[src/rtl/ras_pkg.sv]
// Shared types and defaults for the return-address stack.
package ras_pkg;

  localparam int unsigned XLEN              = 32;
  localparam int unsigned RAS_DEPTH_DEFAULT = 8;

  // Encoded as {push, pop}.
  typedef enum logic [1:0] {
    RAS_NONE = 2'b00,
    RAS_POP  = 2'b01,
    RAS_PUSH = 2'b10,
    RAS_SWAP = 2'b11
  } ras_op_e;

endpackage

[src/rtl/ras_ptr_ctr.sv]
// Wrap-around top pointer and saturating live-entry count, with
// registered overflow/underflow pulses.
module ras_ptr_ctr
  import ras_pkg::*;
#(
  parameter int unsigned DEPTH = RAS_DEPTH_DEFAULT
) (
  input  logic                       clk,
  input  logic                       reset,
  input  ras_op_e                    op,
  input  logic                       flush,
  output logic [$clog2(DEPTH)-1:0]   tp,
  output logic [$clog2(DEPTH)-1:0]   tp_m1,
  output logic [$clog2(DEPTH):0]     count,
  output logic                       overflow,
  output logic                       underflow
);

  localparam int unsigned PW = $clog2(DEPTH);
  localparam int unsigned CW = PW + 1;

  logic [PW-1:0] tp_n;
  logic [CW-1:0] count_n;
  logic          overflow_n;
  logic          underflow_n;

  // Next-state decode; flush overrides any push/pop.
  always_comb begin
    tp_n        = tp;
    count_n     = count;
    overflow_n  = 1'b0;
    underflow_n = 1'b0;
    if (flush) begin
      tp_n    = '0;
      count_n = '0;
    end else begin
      unique case (op)
        RAS_PUSH: begin
          tp_n = tp + PW'(1);
          if (count < CW'(DEPTH)) count_n = count + CW'(1);
          else                    overflow_n = 1'b1;
        end
        RAS_POP: begin
          if (count != '0) begin
            tp_n    = tp - PW'(1);
            count_n = count - CW'(1);
          end else begin
            underflow_n = 1'b1;
          end
        end
        RAS_SWAP: begin
          // Swap on an empty stack degenerates to a plain push.
          if (count == '0) begin
            tp_n    = tp + PW'(1);
            count_n = CW'(1);
          end
        end
        default: ;
      endcase
    end
  end

  always_ff @(posedge clk or negedge reset) begin
    if (!reset) begin
      tp        <= '0;
      count     <= '0;
      overflow  <= 1'b0;
      underflow <= 1'b0;
    end else begin
      tp        <= tp_n;
      count     <= count_n;
      overflow  <= overflow_n;
      underflow <= underflow_n;
    end
  end

  assign tp_m1 = tp - PW'(1);

endmodule

[src/rtl/return_addr_stack.sv]
// Return-address stack: circular buffer of link addresses pushed on calls
// and popped on returns, with a predicted return address at top_addr.
module return_addr_stack #(
  parameter int unsigned DEPTH = ras_pkg::RAS_DEPTH_DEFAULT,
  parameter int unsigned XLEN  = ras_pkg::XLEN
) (
  input  logic                     clk,
  input  logic                     reset,
  input  logic                     push,
  input  logic                     pop,
  input  logic [XLEN-1:0]          push_addr,
  input  logic                     flush,
  output logic [XLEN-1:0]          top_addr,
  output logic                     valid,
  output logic                     full,
  output logic [$clog2(DEPTH):0]   count,
  output logic                     overflow,
  output logic                     underflow
);

  localparam int unsigned PW = $clog2(DEPTH);
  localparam int unsigned CW = PW + 1;

  ras_pkg::ras_op_e op;
  logic [PW-1:0]    tp;
  logic [PW-1:0]    tp_m1;
  logic [PW-1:0]    wr_idx;
  logic             wr_en;
  logic [XLEN-1:0]  mem [DEPTH];

  assign op = ras_pkg::ras_op_e'({push, pop});

  ras_ptr_ctr #(.DEPTH(DEPTH)) u_ptr (
    .clk       (clk),
    .reset     (reset),
    .op        (op),
    .flush     (flush),
    .tp        (tp),
    .tp_m1     (tp_m1),
    .count     (count),
    .overflow  (overflow),
    .underflow (underflow)
  );

  // A non-empty swap replaces the top entry in place; otherwise write the free slot.
  assign wr_en  = push && !flush;
  assign wr_idx = (pop && (count != '0)) ? tp_m1 : tp;

  always_ff @(posedge clk) begin
    if (wr_en) mem[wr_idx] <= push_addr;
  end

  assign valid    = (count != '0);
  assign full     = (count == CW'(DEPTH));
  assign top_addr = valid ? mem[tp_m1] : '0;

endmodule

[config.mk]
export PLATFORM = sky130hd
export DESIGN_NAME = return_addr_stack
export DESIGN_NICKNAME = d
export VERILOG_FILES = /design/src/rtl/ras_pkg.sv /design/src/rtl/ras_ptr_ctr.sv /design/src/rtl/return_addr_stack.sv
export SDC_FILE = /design/constraint.sdc
export NUM_CORES = 1
export LEC_CHECK = 0
export ABC_AREA = 1
export BUFFER_PORTS_ARGS = -buffer_cell sky130_fd_sc_hd__buf_2
export CAP_MARGIN = 20
export CELL_PAD_IN_SITES_DETAIL_PLACEMENT = 1
export CELL_PAD_IN_SITES_GLOBAL_PLACEMENT = 1
export CORE_MARGIN = 10
export CORE_UTILIZATION = 35
export DETAILED_ROUTE_END_ITERATION = 12
export PLACE_DENSITY = 0.62
export SETUP_SLACK_MARGIN = 0.15
export SYNTH_ARGS = -nofsm -noshare
export SYNTH_HDL_FRONTEND = slang
export SYNTH_SLANG_ARGS = --single-unit
export TNS_END_PERCENT = 100
[constraint.sdc]
create_clock -name clk -period 4.2 [get_ports clk]
set_input_delay 0.63 -clock clk [delete_from_list [all_inputs] [get_ports clk]]
set_output_delay 0.63 -clock clk [all_outputs]
set_load 0.02 [all_outputs]
==> flow_metrics.tcl <==
set metrics [dict create \
    r2r_slack_ns 1.26 \
    maxSlewHeadroom 0.419 \
    period_needed_ns 3.58 \
    endpoint "top_addr[14]" \
    synth_top_family_by_area "simple AND/OR/NAND/NOR gates" \
    cp_cell_sequence "inv_4, ha_2, buf_12, o21ai_0, o211ai_2, nand2_1, nor2_1, buf_2" \
    p_per_area_nw_per_um2 690 \
    criticalPathCategory "reg -> out" \
    outcome "complete, no violations" \
    synth_common_cells "256 x edfxtp_1, 236 x nor2_1, 91 x o21ai_0, 60 x nand2_1, 45 x o21ai_1" \
    holdWs_ns 0.361 \
    setup_violations 0 \
    viasPerCell 5.07 \
    dieArea_sq_um 38600 \
    firstDrtPassIters 4 \
    reg2reg_to "mem[3][8]$_DFFE_PP_" \
    fin_tns_setup_ns 0 \
    synth_cells 867 \
    gr-usage-all-layers 0.140 \
    htreeDepth 1 \
    netlist_area_sq_um 10900 \
    post-route-period-util 0.852 \
    nets 986 \
    initialDrtViolationCount 348 \
    diodes 0 \
    drt_wl_total_um 27300 \
    numCtsBuffers 29 \
    dieWidth_um 196 \
    post_drt_wl_per_cell_um 20.0 \
    critical-path-top-delay-family "flip-flops" \
    area_delta_synth_final_pct 16.4 \
    ctsRootBufferMaster "clkbuf_16" \
    critPathLaunchType "register" \
    synth-edff-count 256 \
    rr_startpoint "u_ptr.tp[0]$_DFFE_PN0P_" \
    dp_hpwl_um 16000 \
    initial_core_util 0.355 \
    reg2reg_depth 8 \
    path_max_fanout 98 \
    grt_pass1_wl_um 42900 \
    slowest_delay_ns 0.66 \
    cts_buffer_depth 3 \
    cts_sinks 265 \
    ant_nets 0 \
    yosysMostFrequentCell "edfxtp_1" \
    path_clk_slew_ns 0.06 \
    cp-startpoint "u_ptr.tp[0]$_DFFE_PN0P_" \
    drive_above_1_share 0.194 \
    gp_congestion 0.732 \
    crit_required_ns 3.57 \
    cp.arrival_ns 2.95 \
    leakage_uw 0.00449 \
    final_hold_viol_count 0 \
    synthAdderAreaFrac 0.00459 \
    final_max_slew_viol_count 0 \
    yosysTopAreaCell "edfxtp_1" \
    syn_area_per_cell_sq_um 12.6 \
    fmax_mhz 280 \
    synth_seq_cells 265 \
    netlist.area_leader.share 0.705 \
    worstSkewPairLatency_ns 0.54 \
    synthMuxAreaShare 0 \
    grt_start_max_net_pins 99 \
    num_vias 6911 \
    overflow 0 \
    synth_fp_nets 908 \
    rsz0062_at_grt "false" \
    grt_pass1_vias 7458 \
    finClkSkew_ns 0.00926 \
    worstMarginPinSlew_ns 0.871 \
    ir_worst_vdd_mv 0.484 \
    yosys_most_used_dff "edfxtp_1" \
    yosys.area_share.simple 0.117 \
    min_path_type "in -> reg" \
    yosysUniqueCellTypes 33 \
    synth_compound_area_frac 0.116 \
    synthXorXnorAreaFrac 0.00471 \
    cp_num_cells 8 \
    seq_area_frac_synth 0.726 \
    async_flop_share 0.0340 \
    grt_antenna_before_repair 1 \
    cts_tree "built" \
    drc_errors 0 \
    critPathCaptureType "output pin" \
    core_sq_um 30700 \
    io_buffers 76 \
    fp.dieH_um 196 \
    fill_cells 3252 \
    slowest_stage "dfrtp_4" \
    netlist_top_cells_area "edfxtp_1 71%, nor2_1 8.1%, o21ai_0 4.2%, o211ai_2 3.2%, dfrtp_1 2.1%" \
    pin_count 77 \
    critPathBufInv 3 \
    yosysWarnings 0 \
    maxCapViolations 0 \
    rows 64 \
]
-- repair_timing --
action	CTS	global route
endpoints found under the hold margin	9	0
resized for setup	0	0
buffers inserted	0	0
hold buffers	1	0
-- registers in the layout (all words and copies together), names as in the netlist --
name / count
u_ptr.tp: 3
mem: 256
u_ptr.count: 4
u_ptr.underflow: 1
u_ptr.overflow: 1
-- cell type report --
cell class | instances | area, sq um | area share
clock buffer | 41 | 791 | 0.0623
clock inverter | 12 | 80.1 | 0.00631
inverter | 20 | 77.6 | 0.00612
multi-input combinational | 531 | 2700 | 0.213
sequential | 265 | 7920 | 0.624
tap | 396 | 495 | 0.0391
timing repair buffer | 98 | 623 | 0.0491
-- layout by cell type, fill, tap and decap left out, drive strengths merged, types with 4 or more instances in the layout --
cell type | Yosys | layout
edfxtp | 256 | 256
nor2 | 240 | 240
o21ai | 136 | 136
buf | 33 | 97
nand2 | 62 | 62
clkbuf | 18 | 41
o22ai | 32 | 32
o211ai | 32 | 32
inv | 20 | 20
clkinv | 0 | 11
nand3 | 10 | 10
dfrtp | 9 | 9
xor2 | 5 | 5
ha | 4 | 4
-- worst min path at each step --
stage	start	to	slack, ns	cells past startpoint
finish	flush	u_ptr.underflow$_DFF_PN0_	0.36	2
global route	flush	u_ptr.underflow$_DFF_PN0_	0.36	2
CTS	flush	u_ptr.underflow$_DFF_PN0_	0.34	2
detailed placement	reset	u_ptr.count[2]$_DFFE_PN0P_	0.51	1
global placement	reset	u_ptr.count[2]$_DFFE_PN0P_	0.51	1
floorplan	reset	u_ptr.count[0]$_DFFE_PN0P_	0.33	0
-- routing by layer --
layer / track usage / wire, um
met1: 0.179 / 12000
met2: 0.240 / 13500
met3: 0.0260 / 1360
met4: 0.0314 / 367
met5: 0 / 12
-- logic make-up (layout without fill, tap and decap cells) --
logic type | Yosys count | in the layout
adders and majority gates | 4 | 4
AOI/OAI and AO/OA | 201 | 201
and+or+nand+nor | 321 | 321
DFF | 265 | 265
buffers and inverters | 71 | 171
xor gates and xnor gates | 5 | 5
-- worst register-to-register path, delay by kind of cell, from the launching register on --
family | cells | cell delay [ns]
adders and majority gates | 1 | 0.30
and+or+nand+nor | 2 | 0.64
DFF | 1 | 0.64
buffers and inverters | 4 | 0.86
AOI/OAI and AO/OA | 1 | 0.20
-- report_power, final --
part	switching [uW]	internal [uW]	total [uW]	leakage (uW)
clock	985	1360	2350	0.000431
combinational	2230	972	3210	0.00163
sequential	86.0	3120	3210	0.00243
-- through the flow --
| step | total power [uW] | instances | setup slack [ns] | instance area [sq um] | util |
|---|---|---|---|---|---|
| 2_1_floorplan | 5450 | 867 | 0.887 | 10900 | - |
| 3_3_place_gp | 6520 | 1309 | 1.14 | 11800 | 0.385 |
| 3_5_place_dp | 6560 | 1309 | 1.15 | 11800 | 0.385 |
| 4_1_cts | 8920 | 1363 | 0.561 | 12700 | 0.414 |
| 5_1_grt | 9360 | 1363 | 0.463 | 12700 | 0.414 |
| 6_report | 8760 | 1363 | 0.622 | 12700 | 0.414 |
No activity file was read; power rests on OpenSTA's default activity.
